===== src/rtl/pwm_bank_pkg.sv =====
// Shared defaults and types for the multi-channel LED PWM bank.
// The brightness defaults live here so every PWM user sees one set of values.
package pwm_bank_pkg;

  localparam int BRIGHTNESS_WIDTH   = 8;
  localparam int LED_MIN_BRIGHTNESS = 5;
  localparam int LED_MAX_BRIGHTNESS = 95;
  localparam int PWM_CHANNELS       = 4;
  localparam int PWM_RAMP_STEP      = 1;

  typedef enum logic {
    MODE_JUMP = 1'b0,
    MODE_RAMP = 1'b1
  } mode_t;

  // Channel index width, never narrower than one bit.
  function automatic int ch_width(input int channels);
    return (channels > 1) ? $clog2(channels) : 1;
  endfunction

endpackage


===== src/rtl/pwm_bank_ch.sv =====
// One PWM channel: clamped target, jump/ramp mode, active duty updated only at
// period boundaries, registered compare output and busy flag.
module pwm_bank_ch
  import pwm_bank_pkg::*;
#(
  parameter int WIDTH     = BRIGHTNESS_WIDTH,
  parameter int MIN_DUTY  = 0,
  parameter int MAX_DUTY  = 2**WIDTH - 1,
  parameter int RAMP_STEP = 1
) (
  input  logic             clk,
  input  logic             rst_n,
  input  logic             enb,
  input  logic             boundary,
  input  logic             wr,
  input  logic [WIDTH-1:0] duty,
  input  logic             ramp,
  input  logic [WIDTH-1:0] cnt_next,
  output logic             pwm,
  output logic             busy
);

  localparam logic [WIDTH-1:0] MIN_D  = WIDTH'(MIN_DUTY);
  localparam logic [WIDTH-1:0] MAX_D  = WIDTH'(MAX_DUTY);
  localparam logic [WIDTH-1:0] STEP_D = WIDTH'(RAMP_STEP);

  logic [WIDTH-1:0] target, target_next;
  logic [WIDTH-1:0] active, active_next;
  logic [WIDTH-1:0] clamped, diff;
  mode_t            mode, mode_next;

  always_comb begin
    clamped = duty;
    if (duty < MIN_D) begin
      clamped = MIN_D;
    end else if (duty > MAX_D) begin
      clamped = MAX_D;
    end
  end

  // A write in the boundary cycle is bypassed straight into that update.
  assign target_next = wr ? clamped : target;
  assign mode_next   = wr ? mode_t'(ramp) : mode;

  always_comb begin
    active_next = active;
    diff        = '0;
    if (boundary) begin
      if (mode_next == MODE_JUMP) begin
        active_next = target_next;
      end else if (active < target_next) begin
        diff        = target_next - active;
        active_next = (int'(diff) > RAMP_STEP) ? active + STEP_D : target_next;
      end else begin
        diff        = active - target_next;
        active_next = (int'(diff) > RAMP_STEP) ? active - STEP_D : target_next;
      end
    end
  end

  // Compare against next-cycle values so pwm lines up with the registered counter.
  always_ff @(posedge clk or negedge rst_n) begin
    if (!rst_n) begin
      target <= MIN_D;
      mode   <= MODE_JUMP;
      active <= MIN_D;
      pwm    <= 1'b0;
      busy   <= 1'b0;
    end else begin
      target <= target_next;
      mode   <= mode_next;
      active <= active_next;
      pwm    <= enb && (cnt_next < active_next);
      busy   <= (active_next != target_next);
    end
  end

endmodule


===== src/rtl/pwm_bank.sv =====
// Multi-channel PWM bank: one shared period counter, boundary/wrap generation
// and write decode feeding a channel instance per output.
module pwm_bank
  import pwm_bank_pkg::*;
#(
  parameter  int CHANNELS  = PWM_CHANNELS,
  parameter  int WIDTH     = BRIGHTNESS_WIDTH,
  parameter  int MIN_DUTY  = (2**WIDTH - 1) * LED_MIN_BRIGHTNESS / 100,
  parameter  int MAX_DUTY  = (2**WIDTH - 1) * LED_MAX_BRIGHTNESS / 100,
  parameter  int RAMP_STEP = PWM_RAMP_STEP,
  localparam int CH_W      = ch_width(CHANNELS)
) (
  input  logic                sysclk,
  input  logic                i_rst_n,
  input  logic                i_enb,
  input  logic                i_wr,
  input  logic [CH_W-1:0]     i_ch,
  input  logic [WIDTH-1:0]    i_duty,
  input  logic                i_ramp,
  output logic [CHANNELS-1:0] o_pwm,
  output logic [WIDTH-1:0]    o_cnt,
  output logic [CHANNELS-1:0] o_busy,
  output logic                o_wrap
);

  logic [WIDTH-1:0] cnt_next;
  logic             boundary;

  // Disabled parks the counter at all ones, so re-enable starts on a boundary.
  assign boundary = i_enb && (o_cnt == '1);
  assign cnt_next = i_enb ? o_cnt + WIDTH'(1) : '1;

  always_ff @(posedge sysclk or negedge i_rst_n) begin
    if (!i_rst_n) begin
      o_cnt  <= '1;
      o_wrap <= 1'b0;
    end else begin
      o_cnt  <= cnt_next;
      o_wrap <= boundary;
    end
  end

  for (genvar k = 0; k < CHANNELS; k++) begin : g_ch
    logic wr_sel;

    // Indices at or beyond CHANNELS match no instance and are dropped.
    assign wr_sel = i_wr && (int'(i_ch) == k);

    pwm_bank_ch #(
      .WIDTH     (WIDTH),
      .MIN_DUTY  (MIN_DUTY),
      .MAX_DUTY  (MAX_DUTY),
      .RAMP_STEP (RAMP_STEP)
    ) u_ch (
      .clk      (sysclk),
      .rst_n    (i_rst_n),
      .enb      (i_enb),
      .boundary (boundary),
      .wr       (wr_sel),
      .duty     (i_duty),
      .ramp     (i_ramp),
      .cnt_next (cnt_next),
      .pwm      (o_pwm[k]),
      .busy     (o_busy[k])
    );
  end

endmodule


===== config.mk =====
export PLATFORM = sky130hd
export DESIGN_NAME = pwm_bank
export DESIGN_NICKNAME = d
export VERILOG_FILES = /design/src/rtl/pwm_bank_pkg.sv /design/src/rtl/pwm_bank_ch.sv /design/src/rtl/pwm_bank.sv
export SDC_FILE = /design/constraint.sdc
export NUM_CORES = 1
export LEC_CHECK = 0
export CORE_ASPECT_RATIO = 1.1
export CORE_UTILIZATION = 55
export DETAILED_ROUTE_END_ITERATION = 10
export DONT_BUFFER_PORTS = 1
export PLACE_DENSITY = 0.7
export SLEW_MARGIN = 20
export SYNTH_ARGS = -nofsm -noshare
export SYNTH_HDL_FRONTEND = slang
export SYNTH_SLANG_ARGS = --single-unit

===== constraint.sdc =====
create_clock -name sysclk -period 6.9 [get_ports sysclk]
set_clock_uncertainty 0.15 [all_clocks]
set_input_delay 0.69 -clock sysclk [delete_from_list [all_inputs] [get_ports sysclk]]
set_output_delay 0.69 -clock sysclk [all_outputs]
set_load 0.01 [all_outputs]

==> metrics.md, run 1 <==
| Metric | Value |
|---|---|
| DPL Wire Length | `22410 um` |
| First-pass GRT wire length | `46520 um` |
| Highest metal used | `met4` |
| Prevailing post-synth register cell | `dfrtp_1` |
| Final setup viols | `0` |
| RSZ-0062 raised after global routing | `no` |
| CTS tree | `done` |
| Slew @ Worst Pin | `0.9170 ns` |
| Routed vias/inst | `6.476` |
| Net Count, Synth | `1371` |
| Xor/xnor cell area share of the yosys netlist | `8.867%` |
| F_max | `164.8 MHz` |
| Cell depth of the worst flop-to-flop path | `19` |
| Top cell type by total area after synthesis | `dfrtp_1` |
| Metal3 WL | `2129 um` |
| # diodes | `0` |
| CTS sink count | `85` |
| Clock Latency Late Sink | `0.35 ns` |
| Final hold vios | `0` |
| Arrival @ worst endpoint | `6.18 ns` |
| Commonest cells in the netlist | `inv_1 (102), nand2_1 (94), ha_1 (93)` |
| Slowest-stage cell, CP | `o21ai_2` |
| DIE WIDTH | `131.0 um` |
| Max Cap Viol | `0` |
| Initial core utilization | `56.59%` |
| Layout cell share with drive strength beyond 1 | `9.798%` |
| Grt ovf | `0` |
| HP Class | `input pin to asynchronous set/reset pin` |
| Synthesized area | `0.01007 mm2` |
| Largest net degree at the start of global routing | `75` |
| Most common cell in the netlist | `inv_1` |
| Avg Inst Size Synth | `8.028 um2` |
| CTS Buf Count | `9` |
| Pre-CTS setup slack | `0.5891 ns` |
| Slew Viols, Final | `0` |
| Async SR Flop Fraction | `100.0%` |
| PwrDens | `498.0 mW/mm2` |
| Crit path cell chain | `nand4_1, o21ai_2, nand2b_1, o21ai_1, inv_1, nand2_1, fa_1, a21o_1, a22oi_1, mux2i_1, nor4_1, nand3_1, o21ai_2, o22ai_1, o21a_1, a221o_1, and2_1, ha_1, a21oi_1, o21ai_0, or3_1, or3_1, o21ai_0` |
| Ports | `32` |
| Setup crit start kind | `input pin` |
| CTS Buffer Depth | `2` |
| # resized after CTS | `0` |
| Port Buffers | `0` |
| Post-synthesis mux area share | `4.819%` |
| Floorplan core area | `0.01780 mm2` |
| Iteration-0 DRC Markers | `951` |
| Minimum clock period | `6.066 ns` |
| DIE AREA | `0.01886 mm2` |
| Critical Path Max Stage Delay | `0.47 ns` |
| Layout area overhead | `6.098%` |
| CP Max Fanout | `13` |
| Register area share after synthesis | `21.41%` |
| CP Data Required Time | `7.01 ns` |
| Post-synthesis cell type count | `92` |
| Largest family of logic cells by synthesized area | `compound AO/OA/AOI/OAI gates` |
| Area contributors post-synth | `dfrtp_1 (15%), ha_1 (12%), xnor2_1 (6.7%), dfstp_2 (6.3%), inv_1 (3.8%)` |
| Setup slack, reg-to-reg | `1.29 ns` |
| Cells after synthesis | `1255` |
| Post-synthesis adder-cell area fraction | `13.14%` |
| Worst path top cell family by delay | `compound AO/OA/AOI/OAI gates` |
| Post-DRT Antenna Nets | `0` |
| Placer congestion estimate | `1.021` |
| Run status | `complete, no violations` |
| Final #Nets | `1346` |
| Die height | `143.9 um` |
| Critical path endpoint category | `flop` |
| GRT Util Overall | `32.15%` |
| Synth Register Bits | `85` |
| DR vias | `9539` |
| Fin crit share | `87.92%` |
| Initial antenna violation count | `0` |
| # DRC | `0` |
| Hold WS | `0.03409 ns` |
| Met2 WL | `13830 um` |
| Leakage power total | `4.697 nW` |
| Yosys warnings | `0` |
| WS Path Type | `input pin to flop` |
| Relative slew slack | `37.12%` |
| Post-synth EDFFs | `0` |
| Met1 WL | `12740 um` |
| Post-route setup slack | `0.8337 ns` |
| Vias in the first global route | `8785` |
| Placed insts | `1456` |
| Synth top area share | `15.15%` |
| R2R Path Start | `g_ch[0].u_ch.target[3]$_DFF_PN1_` |
| FF-to-FF End | `g_ch[0].u_ch.pwm$_DFF_PN0_` |
| Synth Area in Compound Gates | `26.13%` |
| Simple-gate share of the synthesized area | `18.50%` |
| Total wire length | `29580 um` |
| Post-Route Setup TNS | `0 ns` |
| H-tree levels | `3` |
| Root buf cell | `clkbuf_16` |
| Final-layout fill cell count | `1612` |
| First drt pass iteration count | `6` |
| DR WL/cell | `20.08 um` |
| Post-CTS Setup Inserts | `0` |
| Rows | `51` |
| CP Buf/Inv Count | `1` |
| Worst-path clk slew | `0.07 ns` |
| Max VDD drop | `0.0002950 V` |
| Finished Layout Cells | `1473` |
==> kinds of logic after synthesis <==
family | Yosys count
xor+xnor | 102
fa+ha+maj | 101
flops | 85
compound gates | 366
buf+inv | 177
simple gates | 377
mux | 47
==> per-layer routing <==
layer | vias up | GRT usage, %
li1 | 4506 | -
met1 | 4561 | 42.54
met2 | 407 | 51.99
met3 | 65 | 5.771
met4 | 0 | 11.80
met5 | - | 0
==> per-stage QoR <==
stage                     area, um2  util (%)  total power [mW]
final                         10690     60.04             5.323
after global routing          10690     60.04             5.776
after CTS                     10690     60.04             5.270
after detailed placement      10300     57.87             4.657
after global placement        10300     57.87             4.627
after floorplan               10070         -             3.835
==> layout make-up <==
type	instances	area, um2	area share [%]
Inverter	107	401.6	3.757
Clock inverter	7	132.6	1.241
Multi-Input combinational cell	993	7199	67.35
Clock buffer	9	225.2	2.107
Sequential cell	85	2157	20.18
Tap cell	238	297.8	2.786
Timing Repair Buffer	34	275.3	2.575
==> state kept, by name, summed over array words and instances, names as in the netlist <==
name              flops
g_ch.u_ch.busy        4
g_ch.u_ch.target     32
o_wrap                1
o_cnt                 8
g_ch.u_ch.active     32
g_ch.u_ch.mode        4
g_ch.u_ch.pwm         4
==> worst max path at each step <==
stage / from / to / cells after the start
2_1_floorplan: i_ch[1] / g_ch[0].u_ch.pwm$_DFF_PN0_ / 22
3_3_place_gp: i_ch[1] / g_ch[0].u_ch.pwm$_DFF_PN0_ / 20
3_5_place_dp: i_ch[1] / g_ch[0].u_ch.pwm$_DFF_PN0_ / 20
4_1_cts: i_ch[1] / g_ch[0].u_ch.pwm$_DFF_PN0_ / 20
5_1_grt: i_duty[6] / g_ch[0].u_ch.pwm$_DFF_PN0_ / 23
6_report: i_duty[6] / g_ch[0].u_ch.pwm$_DFF_PN0_ / 23
==> power breakdown <==
part           switching (mW)  internal (mW)
Clock                   0.223          0.360
Sequential              0.295          0.679
Combinational            2.21           1.56
Total                    2.72           2.60
==> cell usage in the layout, fill, tap and decap left out, drive strengths merged, types with 12 or more instances in the layout <==
cell and n:
nor2 81, nand4 14, xnor2 77, xor2 25
nor2b 13, inv 104, nand3 46, o22ai 19
nand2 94, dfstp 24, o21ai 61, a221oi 20
nor3 43, nor4 12, mux2 12, o221ai 17
and2 14, and3 15, dfrtp 61, buf 34
ha 93, a21o 38, a211oi 17, a21oi 73
mux2i 35
==> repair_timing <==
action | in CTS | in global routing
hold buffers | 1 | 0
setup endpoints to repair | 0 | 0
hold endpoints to repair | 61 | 0
(Power assumes the default switching activity.)
==> inputs of run 2 (changes only) <==
--- a/config.mk
+++ b/config.mk
@@ -9,7 +9,7 @@
 export CORE_UTILIZATION = 55
 export DETAILED_ROUTE_END_ITERATION = 10
 export DONT_BUFFER_PORTS = 1
-export PLACE_DENSITY = 0.7
+export PLACE_DENSITY = 0.81
 export SLEW_MARGIN = 20
 export SYNTH_ARGS = -nofsm -noshare
 export SYNTH_HDL_FRONTEND = slang
==> constraint.sdc (replaced) <==
create_clock -name sysclk -period 5.2 [get_ports sysclk]
set_clock_uncertainty 0.15 [all_clocks]
set_input_delay 0.52 -clock sysclk [delete_from_list [all_inputs] [get_ports sysclk]]
set_output_delay 0.52 -clock sysclk [all_outputs]
set_load 0.01 [all_outputs]
==> run 2 against run 1 <==
- sequential share of layout area decreased by 2.5 points
- combinational power increased by 64%
- total power grew 50%
- worst setup slack lost 0.75 ns
- critical path type unchanged
==> metrics.md, run 2 (synthesis results as in run 1) <==
| Metric | Value |
|---|---|
| Total wire length | `32040 um (was 29580 um)` |
| Routed vias/inst | `6.376 (was 6.476)` |
| Relative slew slack | `52.92% (was 37.12%)` |
| Ports | `32 (unchanged)` |
| Die height | `143.9 um (unchanged)` |
| Setup slack, reg-to-reg | `0.39 ns (was 1.29 ns)` |
| Layout area overhead | `21.34% (was 6.098%)` |
| # DRC | `0 (unchanged)` |
| Post-DRT Antenna Nets | `0 (unchanged)` |
| DIE WIDTH | `131.0 um (unchanged)` |
| Floorplan core area | `0.01780 mm2 (unchanged)` |
| Largest regs | `g_ch.u_ch.active (32), g_ch.u_ch.target (32), o_cnt (8) (unchanged)` |
| HP Class | `input pin to flop (was input pin to asynchronous set/reset pin)` |
| CTS Buf Count | `9 (unchanged)` |
| Rows | `51 (unchanged)` |
| Post-Route Setup TNS | `0 ns (unchanged)` |
| H-tree levels | `3 (unchanged)` |
| Commonest non-fill, non-tap cell in the layout | `buf_4 (was inv_1)` |
| Run status | `complete, no violations (unchanged)` |
| Hold path start | `i_enb` |
| Initial antenna violation count | `0 (unchanged)` |
| Max VDD drop | `0.0002887 V (was 0.0002950 V)` |
| Area of the multi-input gates | `0.007605 mm2 (was 0.007199 mm2)` |
| CP Data Required Time | `5.31 ns (was 7.01 ns)` |
| DR vias | `10410 (was 9539)` |
| Port Buffers | `0 (unchanged)` |
| Iteration-0 DRC Markers | `926 (was 951)` |
| Final hold vios | `0 (unchanged)` |
| Vias in the first global route | `9653 (was 8785)` |
| Initial core utilization | `56.59% (unchanged)` |
| First-pass GRT wire length | `48720 um (was 46520 um)` |
| Clock Latency Late Sink | `0.34 ns (was 0.35 ns)` |
| Worst-path clk slew | `0.06 ns (was 0.07 ns)` |
| Setup crit start kind | `input pin (unchanged)` |
| Fin crit share | `98.48%` |
| Number of cells on the worst hold path | `1` |
| DIE AREA | `0.01886 mm2 (unchanged)` |
| Hold WS | `0.2351 ns (was 0.03409 ns)` |
| Final #Nets | `1505 (was 1346)` |
| Final setup viols | `0 (unchanged)` |
| RSZ-0062 raised after global routing | `yes (was no)` |
| Largest net degree at the start of global routing | `86 (was 75)` |
| Critical path endpoint category | `flop (unchanged)` |
| DPL Wire Length | `24370 um (was 22410 um)` |
| Minimum clock period | `5.121 ns` |
| Slew Viols, Final | `0 (unchanged)` |
| DR WL/cell | `19.63 um (was 20.08 um)` |
| FF-to-FF End | `g_ch[0].u_ch.pwm$_DFF_PN0_ (unchanged)` |
| CTS tree | `done (unchanged)` |
| Cell depth of the worst flop-to-flop path | `23 (was 19)` |
| Register area | `0.002157 mm2 (unchanged)` |
| Arrival @ worst endpoint | `5.23 ns (was 6.18 ns)` |
| CP Max Fanout | `5 (was 13)` |
| Most frequent cells in the layout | `buf_4 (189), inv_1 (100), nand2_1 (90) (was inv_1 (102), nand2_1 (94), ha_1 (93))` |
| PwrDens | `653.8 mW/mm2 (was 498.0 mW/mm2)` |
| Grt ovf | `0 (unchanged)` |
| First drt pass iteration count | `8 (was 6)` |
| Hold Path Sink | `o_cnt[0]$_DFF_PN1_` |
| CTS sink count | `85 (unchanged)` |
| # diodes | `0 (unchanged)` |
| CTS Buffer Depth | `2 (unchanged)` |
| Placer congestion estimate | `1.009 (was 1.021)` |
| Max Cap Viol | `0 (unchanged)` |
| Final-layout fill cell count | `1424 (was 1612)` |
| R2R Path Start | `g_ch[0].u_ch.active[0]$_DFF_PN0_ (was g_ch[0].u_ch.target[3]$_DFF_PN1_)` |
| Slew @ Worst Pin | `0.7061 ns (was 0.9170 ns)` |
| Layout cell share with drive strength beyond 1 | `24.75% (was 9.798%)` |
| End-of-flow core utilization | `68.66% (was 60.04%)` |
| WS Path Type | `input pin to flop (unchanged)` |
| Root buf cell | `clkbuf_16 (unchanged)` |
| GRT Util Overall | `33.46% (was 32.15%)` |
| F_max | `195.3 MHz` |
| Leakage power total | `5.502 nW (was 4.697 nW)` |
-- run 2: cell types whose count changed in the layout (fill, tap and decap cells not counted), moves of 5 or more --
| cell | delta |
|---|---|
| o21ai_1 | -5 |
| buf_4 | +156 |
| a221oi_1 | -7 |
| a21oi_2 | +5 |
| a221oi_2 | +7 |
| a21oi_1 | -5 |
| o21ai_4 | +5 |
| ha_1 | -5 |
-- run 2: area by class of cell --
class                           count  area share (%)
Clock buffer                        9           1.842
Clock inverter                      7          0.4094
Inverter                          107           3.286
Multi-Input combinational cell    993           62.21
Sequential cell                    85           17.65
Tap cell                          238           2.436
Timing Repair Buffer              193           12.17
-- run 2: worst max-delay path by stage --
| stage | from | to | slack, ns | cells past startpoint |
|---|---|---|---|---|
| 4_1_cts | i_duty[0] | g_ch[0].u_ch.pwm$_DFF_PN0_ | 0.02 | 22 |
| 3_5_place_dp | i_duty[0] | g_ch[2].u_ch.pwm$_DFF_PN0_ | -0.33 | 23 |
| 5_1_grt | i_duty[5] | g_ch[1].u_ch.pwm$_DFF_PN0_ | -0.11 | 27 |
| 6_report | i_duty[1] | g_ch[0].u_ch.pwm$_DFF_PN0_ | 0.08 | 25 |
| 2_1_floorplan | i_ch[1] | g_ch[0].u_ch.pwm$_DFF_PN0_ | -0.04 | 23 |
| 3_3_place_gp | i_duty[0] | g_ch[0].u_ch.pwm$_DFF_PN0_ | -0.28 | 22 |
-- run 2: power by group --
group | leakage, nW | internal (mW) | switching (mW) | total, mW
logic | 4.38 | 2.78 | 3.41 | 6.19
clock network | 0.128 | 0.324 | 0.280 | 0.605
registers | 0.995 | 0.900 | 0.293 | 1.19
total | 5.50 | 4.01 | 3.99 | 7.99
-- run 2: timing repair --
item	CTS	global route
gates resized for setup	0	61
endpoints found under the hold margin	85	0
hold buffers	2	0
setup endpoints to repair	0	4
setup buffers	0	13
-- run 2: per-stage QoR --
step           cells  cell area [um2]  setup slack, ns  power [mW]
5_1_grt         1632            12220          -0.1096       8.616
2_1_floorplan   1255            10210         -0.04026       5.126
3_3_place_gp    1602            11520          -0.2752       6.763
6_report        1632            12220          0.07912       7.992
4_1_cts         1620            11830          0.01904       7.537
3_5_place_dp    1602            11520          -0.3262       6.876
-- run 2: worst max-delay path, stage by stage --
cell and delay (ns):
a211oi_4 0.24, buf_4 0.15, nor2_2 0.04, o21ai_4 0.32, o21ai_4 0.14, ha_4 0.25, nor2b_1 0.13, o21a_1 0.20
a2111o_1 0.39, a211oi_1 0.22, nand4_1 0.26, buf_4 0.24, mux2i_1 0.21, o221ai_2 0.16, a221oi_2 0.30, a21o_1 0.18
inv_1 0.06, ha_1 0.18, nand4_1 0.09, o21ai_0 0.08, or3_1 0.34, buf_4 0.15, a41oi_1 0.20, nor2_1 0.07
o21ai_1 0.10
-- run 2: routing by layer --
metal | up-vias | routed length [um] | track usage (%)
li1 | 4855 | - | -
met1 | 4902 | 12820 | 41.12
met2 | 534 | 15120 | 55.75
met3 | 114 | 2577 | 7.074
met4 | 0 | 1523 | 15.25
met5 | - | 0 | 0
==> inputs of run 3 (changes only) <==
--- a/config.mk
+++ b/config.mk
@@ -6,10 +6,10 @@
 export NUM_CORES = 1
 export LEC_CHECK = 0
 export CORE_ASPECT_RATIO = 1.1
-export CORE_UTILIZATION = 55
+export CORE_UTILIZATION = 50
 export DETAILED_ROUTE_END_ITERATION = 10
 export DONT_BUFFER_PORTS = 1
-export PLACE_DENSITY = 0.81
+export PLACE_DENSITY = 0.76
 export SLEW_MARGIN = 20
 export SYNTH_ARGS = -nofsm -noshare
 export SYNTH_HDL_FRONTEND = slang
==> run 3 against run 2 <==
- utilization decreased by 7.6 points
- flip-flop and latch count stayed put
- sequential share of layout area up 0.19 points
- clock power rose by 10%
- critical path depth grew 2
- critical path type unchanged
- highest routed layer unchanged
==> metrics.md, run 3 (synthesis results as in run 1) <==
| Metric | Value |
|---|---|
| Final setup viols | `0 (unchanged)` |
| Worst-path clk slew | `0.06 ns (about the same)` |
| Leakage power total | `5.446 nW (was 5.502 nW)` |
| Max VDD drop | `0.0003343 V (was 0.0002887 V)` |
| Commonest non-fill, non-tap cell in the layout | `buf_4 (unchanged)` |
| PwrDens | `655.0 mW/mm2 (was 653.8 mW/mm2)` |
| Relative slew slack | `34.48% (was 52.92%)` |
| Rows | `54 (was 51)` |
| Iteration-0 DRC Markers | `1056 (was 926)` |
| Layout area overhead | `20.03% (was 21.34%)` |
| GRT Util Overall | `31.03% (was 33.46%)` |
| Critical Path Max Stage Delay | `0.39 ns (about the same)` |
| Layout cell share with drive strength beyond 1 | `22.71% (was 24.75%)` |
| Post-route setup slack | `0.1318 ns (was 0.07912 ns)` |
| Fin crit share | `97.47% (was 98.48%)` |
| Slew Viols, Final | `0 (unchanged)` |
| Most frequent cells in the layout | `buf_4 (179), inv_1 (100), nand2_1 (91) (was buf_4 (189), inv_1 (100), nand2_1 (90))` |
| Int Power | `4.007 mW (was 4.006 mW)` |
| Area of the multi-input gates | `0.007450 mm2 (was 0.007605 mm2)` |
| Critical path endpoint category | `flop (unchanged)` |
| Register area | `0.002157 mm2 (unchanged)` |
| Port Buffers | `0 (unchanged)` |
| Routed vias/inst | `6.286 (was 6.376)` |
| Cell mode on critical path | `buf_4 (unchanged)` |
| Pre-CTS setup slack | `-0.3345 ns (was -0.3262 ns)` |
| Sequential share of power | `15.4% (was 14.9%)` |
| Final-layout fill cell count | `1735 (was 1424)` |
| Slowest-stage cell, CP | `a2111o_1 (unchanged)` |
| Comb power frac | `76.2% (was 77.5%)` |
| Floorplan core area | `0.01980 mm2 (was 0.01780 mm2)` |
| Run status | `complete, no violations (unchanged)` |
| CTS Buffer Depth | `2 (unchanged)` |
| Total power | `7.921 mW (was 7.992 mW)` |
| Arrival @ worst endpoint | `5.18 ns (was 5.23 ns)` |
| HP Class | `input pin to flop (unchanged)` |
| Switching share of power | `49.42% (was 49.88%)` |
| DR vias | `10300 (was 10410)` |
| DPL Wire Length | `25010 um (was 24370 um)` |
| Die height | `150.9 um (was 143.9 um)` |
| H-tree levels | `3 (unchanged)` |
| CTS Buf Count | `9 (unchanged)` |
| Clock Power Share | `8.4% (was 7.6%)` |
| Max Cap Viol | `0 (unchanged)` |
| Initial core utilization | `50.89% (was 56.59%)` |
| Vias in the first global route | `9821 (was 9653)` |
| DIE WIDTH | `137.3 um (was 131.0 um)` |
| First drt pass iteration count | `8 (unchanged)` |
| # DRC | `0 (unchanged)` |
| Slew @ Worst Pin | `0.9555 ns (was 0.7061 ns)` |
| Sw power | `3.914 mW (was 3.986 mW)` |
| Post-DRT Antenna Nets | `0 (unchanged)` |
| F_max | `197.3 MHz (was 195.3 MHz)` |
| Minimum clock period | `5.068 ns (was 5.121 ns)` |
| CTS tree | `done (unchanged)` |
| Total wire length | `32010 um (was 32040 um)` |
| CP Data Required Time | `5.32 ns (was 5.31 ns)` |
| First-pass GRT wire length | `50110 um (was 48720 um)` |
| Final hold vios | `0 (unchanged)` |
| Grt ovf | `0 (unchanged)` |
| Largest regs | `g_ch.u_ch.active (32), g_ch.u_ch.target (32), o_cnt (8) (unchanged)` |
| Final #Nets | `1498 (was 1505)` |
| DIE AREA | `0.02072 mm2 (was 0.01886 mm2)` |
| DR WL/cell | `19.53 um (was 19.63 um)` |
| # diodes | `0 (unchanged)` |
| CP Max Fanout | `5 (unchanged)` |
| Placer congestion estimate | `1.003 (was 1.009)` |
| Clock Latency Late Sink | `0.34 ns (about the same)` |
| WS Path Type | `input pin to flop (unchanged)` |
| Setup crit start kind | `input pin (unchanged)` |
| Initial antenna violation count | `0 (unchanged)` |
| CTS sink count | `85 (unchanged)` |
| Hold WS | `0.2466 ns (was 0.2351 ns)` |
| Ports | `32 (unchanged)` |
| Root buf cell | `clkbuf_16 (unchanged)` |
| Largest net degree at the start of global routing | `86 (unchanged)` |
| RSZ-0062 raised after global routing | `yes (unchanged)` |
-- run 3: cell types whose count changed in the layout (fill, tap and decap cells not counted), sizes merged --
cell / change
buf: -7
inv: +2
bufinv: +1
clkinvlp: -1
clkinv: -2
-- run 3: through the flow --
stage | utilization, % | setup TNS [ns] | cell area [um2] | std cells
after floorplan | - | -0.04827 | 10210 | 1255
after global placement | 58.22 | -0.3970 | 11520 | 1611
after global routing | 61.09 | -0.2925 | 12090 | 1639
after CTS | 59.95 | 0 | 11870 | 1629
final | 61.09 | 0 | 12090 | 1639
after detailed placement | 58.22 | -1.081 | 11520 | 1611
-- run 3: path summary, 6_finish.rpt --
kind	to	cells past startpoint	slack, ns	start
worst max-delay path	g_ch[0].u_ch.pwm$_DFF_PN0_	27	0.13	i_duty[0]
worst min-delay path	o_cnt[7]$_DFF_PN1_	1	0.25	i_enb
worst max register to register	g_ch[0].u_ch.pwm$_DFF_PN0_	25	0.35	g_ch[0].u_ch.target[2]$_DFF_PN1_
worst min register to register	g_ch[0].u_ch.target[1]$_DFF_PN0_	2	0.41	g_ch[0].u_ch.target[1]$_DFF_PN0_
max in group asynchronous	g_ch[0].u_ch.active[3]$_DFF_PN1_	2	3.90	i_rst_n
min in group asynchronous	g_ch[3].u_ch.active[6]$_DFF_PN0_	2	0.63	i_rst_n
-- run 3: power groups by stage --
stage | logic [mW] | clock network, mW | registers (mW)
after floorplan | 4.06 | 0 | 1.06
after global placement | 5.63 | 0 | 1.21
after detailed placement | 5.74 | 0 | 1.22
after CTS | 5.80 | 0.674 | 1.21
after global routing | 6.58 | 0.698 | 1.25
final | 6.03 | 0.666 | 1.22
-- run 3: repair_timing --
item	CTS	global route
gates resized for setup	0	35
endpoints found under the hold margin	85	0
endpoints found under the setup margin	0	4
buffers inserted	0	10
hold buffers	2	0
-- run 3: critical path, delay by kind of cell --
family / cells / cell delay [ns]
compound gates: 12 / 2.30
fa+ha+maj: 2 / 0.42
buf+inv: 6 / 0.88
mux: 1 / 0.17
simple gates: 6 / 0.91
-- run 3: layout make-up --
cell class	count	share of cell area, %
inverter	107	3.321
clock buffer	9	1.862
sequential	85	17.84
timing repair buffer	186	12.11
tap	252	2.607
clock inverter	7	0.6622
multi-input combinational	993	61.60
-- run 3: routing by layer --
layer	routed length [um]	vias to the layer above	global-route usage (%)	part of all wire, %
met5	0	-	0	0
met4	1499	0	14.89	4.7
met3	1888	110	3.916	5.9
met2	15360	439	53.61	48
met1	13260	4943	37.98	41
li1	-	4811	-	-
